<file path="config.mk">
export PLATFORM = sky130hd
export DESIGN_NAME = fifo_rd_adapter
export DESIGN_NICKNAME = d
export VERILOG_FILES = /design/src/rtl/fifo_rd_adapter.sv
export SDC_FILE = /design/constraint.sdc
export NUM_CORES = 1
export LEC_CHECK = 0
export ABC_CLOCK_PERIOD_IN_PS = 1360
export CAP_MARGIN = 30
export CORE_UTILIZATION = 25
export CTS_CLUSTER_DIAMETER = 60
export DETAILED_ROUTE_END_ITERATION = 16
export HOLD_SLACK_MARGIN = 0.06
export SLEW_MARGIN = 20
export SYNTH_ARGS = -nofsm -noshare
export SYNTH_HDL_FRONTEND = slang
export SYNTH_SLANG_ARGS = --single-unit
</file>
<file path="constraint.sdc">
create_clock -name clk -period 1.36 [get_ports clk]
set_clock_uncertainty 0.05 [all_clocks]
set_input_delay 0.136 -clock clk [delete_from_list [all_inputs] [get_ports clk]]
set_output_delay 0.136 -clock clk [all_outputs]
set_load 0.05 [all_outputs]
</file>
<file path="src/rtl/fifo_rd_adapter.sv">
// Pops an upstream FIFO (1-cycle read latency) into a valid/ready packet stream; word appears 2 edges after its pop.
// 2-entry skid buffer: pops stop once buffered + in-flight words reach 2, so m_ready=0 never drops or duplicates data.
module fifo_rd_adapter #(
   parameter int DATA_WIDTH = 8,
   parameter int PKT_LEN    = 4
) (
   input  logic                  clk,
   input  logic                  rstn,
   output logic                  fifo_rd_en,
   input  logic [DATA_WIDTH-1:0] fifo_data_out,
   input  logic                  fifo_empty,
   output logic [DATA_WIDTH-1:0] m_data,
   output logic                  m_valid,
   input  logic                  m_ready,
   output logic                  m_last,
   output logic [15:0]           pkt_cnt
);

   localparam int BW = (PKT_LEN > 1) ? $clog2(PKT_LEN) : 1;
   localparam logic [BW-1:0] LAST_BEAT = BW'(PKT_LEN - 1);

   logic [DATA_WIDTH-1:0] head;
   logic [DATA_WIDTH-1:0] tail;
   logic [1:0]            occ;
   logic                  infl;
   logic [BW-1:0]         beat;
   logic                  xfer;
   logic [1:0]            committed;
   logic                  wr_slot;

   assign xfer       = m_valid & m_ready;
   assign committed  = occ + {1'b0, infl};
   assign fifo_rd_en = rstn & ~fifo_empty & ((committed < 2'd2) | xfer);
   assign m_valid    = (occ != 2'd0);
   assign m_data     = head;
   assign m_last     = m_valid & (beat == LAST_BEAT);

   // The arriving word goes behind whatever is still buffered after this edge's transfer.
   assign wr_slot = ((occ - {1'b0, xfer}) != 2'd0);

   always_ff @(posedge clk or negedge rstn) begin
      if (!rstn) begin
         occ  <= 2'd0;
         infl <= 1'b0;
         head <= '0;
         tail <= '0;
      end else begin
         infl <= fifo_rd_en;
         occ  <= occ + {1'b0, infl} - {1'b0, xfer};
         if (xfer) begin
            head <= tail;
         end
         if (infl) begin
            if (wr_slot) begin
               tail <= fifo_data_out;
            end else begin
               head <= fifo_data_out;
            end
         end
      end
   end

   always_ff @(posedge clk or negedge rstn) begin
      if (!rstn) begin
         beat    <= '0;
         pkt_cnt <= 16'd0;
      end else if (xfer) begin
         if (m_last) begin
            beat    <= '0;
            pkt_cnt <= pkt_cnt + 16'd1;
         end else begin
            beat <= beat + BW'(1);
         end
      end
   end

endmodule

</file>
==> qor.csv <==
stage;metric;value;unit
sta;slew_violations;0;
die;initial_core_util;25.8;%
layout;drive_gt1_share;60.3;%
die;die_w;82.9;um
clock_tree;cts_made_buffers;5;
worst_setup_path;arrival;1.53;ns
die;ioPinCount;39;
sta;fin_crit;1.71;ns
worst_setup_path;reg2regPathDepth;6;
placed_design;io_buffer_count;38;
power;power_density;2000;nW/um^2
worst_setup_path;cp-end-kind;output port;
grt;grt_pass1_wl;6240;um
grt;grt_pass1_vias;1318;
grt;overflow;0;
sta;finalHoldViolCount;0;
grt;antenna_found_initial;0;
routing;viasPerCell;4.44;
status;status;complete, but fails checks;
hold_path;min_path_type;input port to flop;
worst_setup_path;path_max_fanout;3;
worst_setup_path;critPathLaunchType;flop;
clock_tree;clockRootBuffer;clkbuf_8;
synthesis;synth_cell_types;29;
placed_design;gp_congestion;0.706;
synthesis;synth_area;1640;sq um
clock_tree;clk_path_buf_depth;2;
clock_tree;insertion_delay;0.28;ns
power;switchingPower;2.29;mW
layout;nNetsFinal;228;
worst_setup_path;path_class;flop to output port;
sta;worstMarginPinSlew;0.470;ns
routing;first_pass_iters;4;
sta;fin_crit_sh;126;%
status;violations;negative setup slack;
sta;holdWs;0.211;ns
hold_path;hp-start;rstn;
synthesis;yosysSeqAreaShare;56.6;%
layout;syn_to_final_growth;84.1;%
sta;final.setup.worst_slack;-0.352;ns
synthesis;synth_warnings;0;
die;core_area;6350;sq um
routing;drtIter0Drc;22;
clock_tree;clkSinkCount;37;
worst_setup_path;r2r_slack;-0.24;ns
grt;grt_max_degree;38;
synthesis;avgSynthCellArea;12.0;sq um
hold_path;holdPathEnd;infl;
clock_tree;cts-htree-levels;2;
routing;drt-total-wl;3680;um
die;die_y;82.9;um
sta;relSlewSlack;68.6;%
layout;antennaDiodeCount;0;
die;die_area;6870;sq um
synthesis;post_synth_inst_count;136;
power;max-vdd-ir-drop;0.00122;V
worst_setup_path;worstReg2RegStart;occ[0];
grt;grt_usage;11.5;%
power;p_int;3.75;mW
die;rows;29;
power;leakagePower;1.39;nW
routing;route.vias.total;1293;
synthesis;synth-seq-cells;37;
clock_tree;path_clk_slew;0.08;ns
hold_path;hold_depth;3;
flow_run;max_cap_viol_count;0;
worst_setup_path;cp.required;1.17;ns
power;p_comb_share;57.4;%
routing;drc;0;
placed_design;place_hpwl;2520;um
power;seq_power_share;30.4;%
worst_setup_path;r2r-end;tail[1];
clock_tree;cts_tree;yes;
synthesis;syn_nets;151;
sta;rsz0062_at_grt;yes;
power;finalPower;6.03;mW
power;clkPwrFrac;12.1;%
routing;ant_nets;0;
routing;wl_per_cell;12.6;um
sta;setup_viol;29;
sta;max_freq;584;MHz
power;p_sw_share;37.9;%
==> Yosys cell counts <==
cell | number | area [sq um]
nor2_1 | 4 | 15.0
and2_1 | 1 | 6.26
o21ai_2 | 1 | 8.76
o211ai_2 | 1 | 12.5
nand2_2 | 1 | 6.26
nand3_1 | 6 | 30.0
dfrtp_1 | 37 | 926
a21oi_1 | 1 | 5.00
xnor2_1 | 15 | 131
mux2_2 | 9 | 101
xor2_1 | 3 | 26.3
nor3_2 | 1 | 10.0
nor3_1 | 2 | 10.0
nor3b_2 | 1 | 12.5
o211a_1 | 1 | 10.0
nor3b_1 | 1 | 7.51
buf_6 | 1 | 11.3
o21ai_1 | 6 | 30.0
and3_1 | 3 | 18.8
ha_1 | 3 | 37.5
nand2_1 | 16 | 60.1
a21o_1 | 1 | 7.51
inv_1 | 1 | 3.75
mux2i_1 | 8 | 80.1
buf_2 | 3 | 15.0
nor2b_1 | 1 | 6.26
nand4_1 | 4 | 25.0
or2_1 | 2 | 12.5
o21ai_0 | 2 | 10.0
==> placed cells by master (no fill, tap or decap), types with 5 or more instances in the layout <==
cell	count
mux2i_1	8
clkdlybuf4s50_1	10
nand2_1	7
buf_6	13
buf_4	22
clkbuf_8	5
mux2_4	9
xnor2_1	12
nand2_2	6
dfrtp_1	26
dfrtp_2	11
buf_12	26
==> cells by family after synthesis <==
logic type,share of synthesized area [%]
adders and majority gates,2.29
buffers and inverters,1.83
muxes,11.1
and+or+nand+nor,13.5
xor gates and xnor gates,9.63
DFF,56.6
AOI/OAI and AO/OA,5.12
==> metrics by stage <==
stage                     std cells  util, %  TNS (ns)  area [sq um]  setup slack, ns
after global routing            291     47.4     -6.14          3010           -0.429
after detailed placement        275     41.3     -7.01          2620           -0.347
after CTS                       290     44.9     -2.35          2850           -0.371
after floorplan                 136        -     -2.88          1720           -0.222
after global placement          275     41.3     -6.35          2620           -0.295
final                           291     47.4     -4.24          3010           -0.352
==> power by group through the flow <==
stage                     logic [mW]  registers, mW  clock network, mW
after detailed placement        2.89           1.85                  0
final                           3.46           1.84              0.732
after floorplan                0.991           2.31                  0
after global placement          2.85           1.83                  0
after CTS                       3.24           1.82              0.763
after global routing            3.68           1.88              0.831
==> state kept, by name, summed over array words and instances (netlist names) <==
register  cells
occ           2
beat          2
pkt_cnt      16
m_data        8
infl          1
tail          8
==> worst max-delay path by stage <==
| stage | startpoint | to | slack, ns | cells after the start |
|---|---|---|---|---|
| floorplan | occ[0] | infl | -0.22 | 4 |
| global placement | m_ready | pkt_cnt[14] | -0.29 | 5 |
| detailed placement | m_ready | pkt_cnt[12] | -0.35 | 5 |
| CTS | occ[0] | fifo_rd_en | -0.37 | 5 |
| global route | occ[0] | fifo_rd_en | -0.43 | 5 |
| finish | occ[0] | fifo_rd_en | -0.35 | 5 |
==> critical path: stages (launching register included) <==
cell,delay (ns)
dfrtp_1,0.41
ha_2,0.20
xnor2_2,0.15
a21oi_2,0.07
nor3b_4,0.25
buf_12,0.17
==> cell type report <==
type,instances,area [sq um]
clock buffers,6,72.6
repair buffers,74,962
well taps,77,96.3
flip-flops and latches,37,940
clock inverters,2,10.0
multi-input cells,94,928
fillers,568,3340
inverters,1,3.75
==> repair_timing <==
| item | 4_1_cts | 5_1_grt |
|---|---|---|
| pin swaps | 11 | 16 |
| hold endpoints to repair | 37 | 0 |
| hold buffers | 1 | 0 |
| buffers inserted | 7 | 2 |
| resized for setup | 26 | 36 |
| endpoints found under the setup margin | 35 | 34 |
==> routing by layer <==
metal / track usage [%] / vias up / share of wire (%)
li1: - / 621 / -
met1: 15.4 / 643 / 46
met2: 17.7 / 25 / 49
met3: 3.68 / 4 / 3.6
met4: 3.76 / 0 / 1.1
met5: 0 / - / 0
Note: power is estimated with default switching activity, not from simulation.
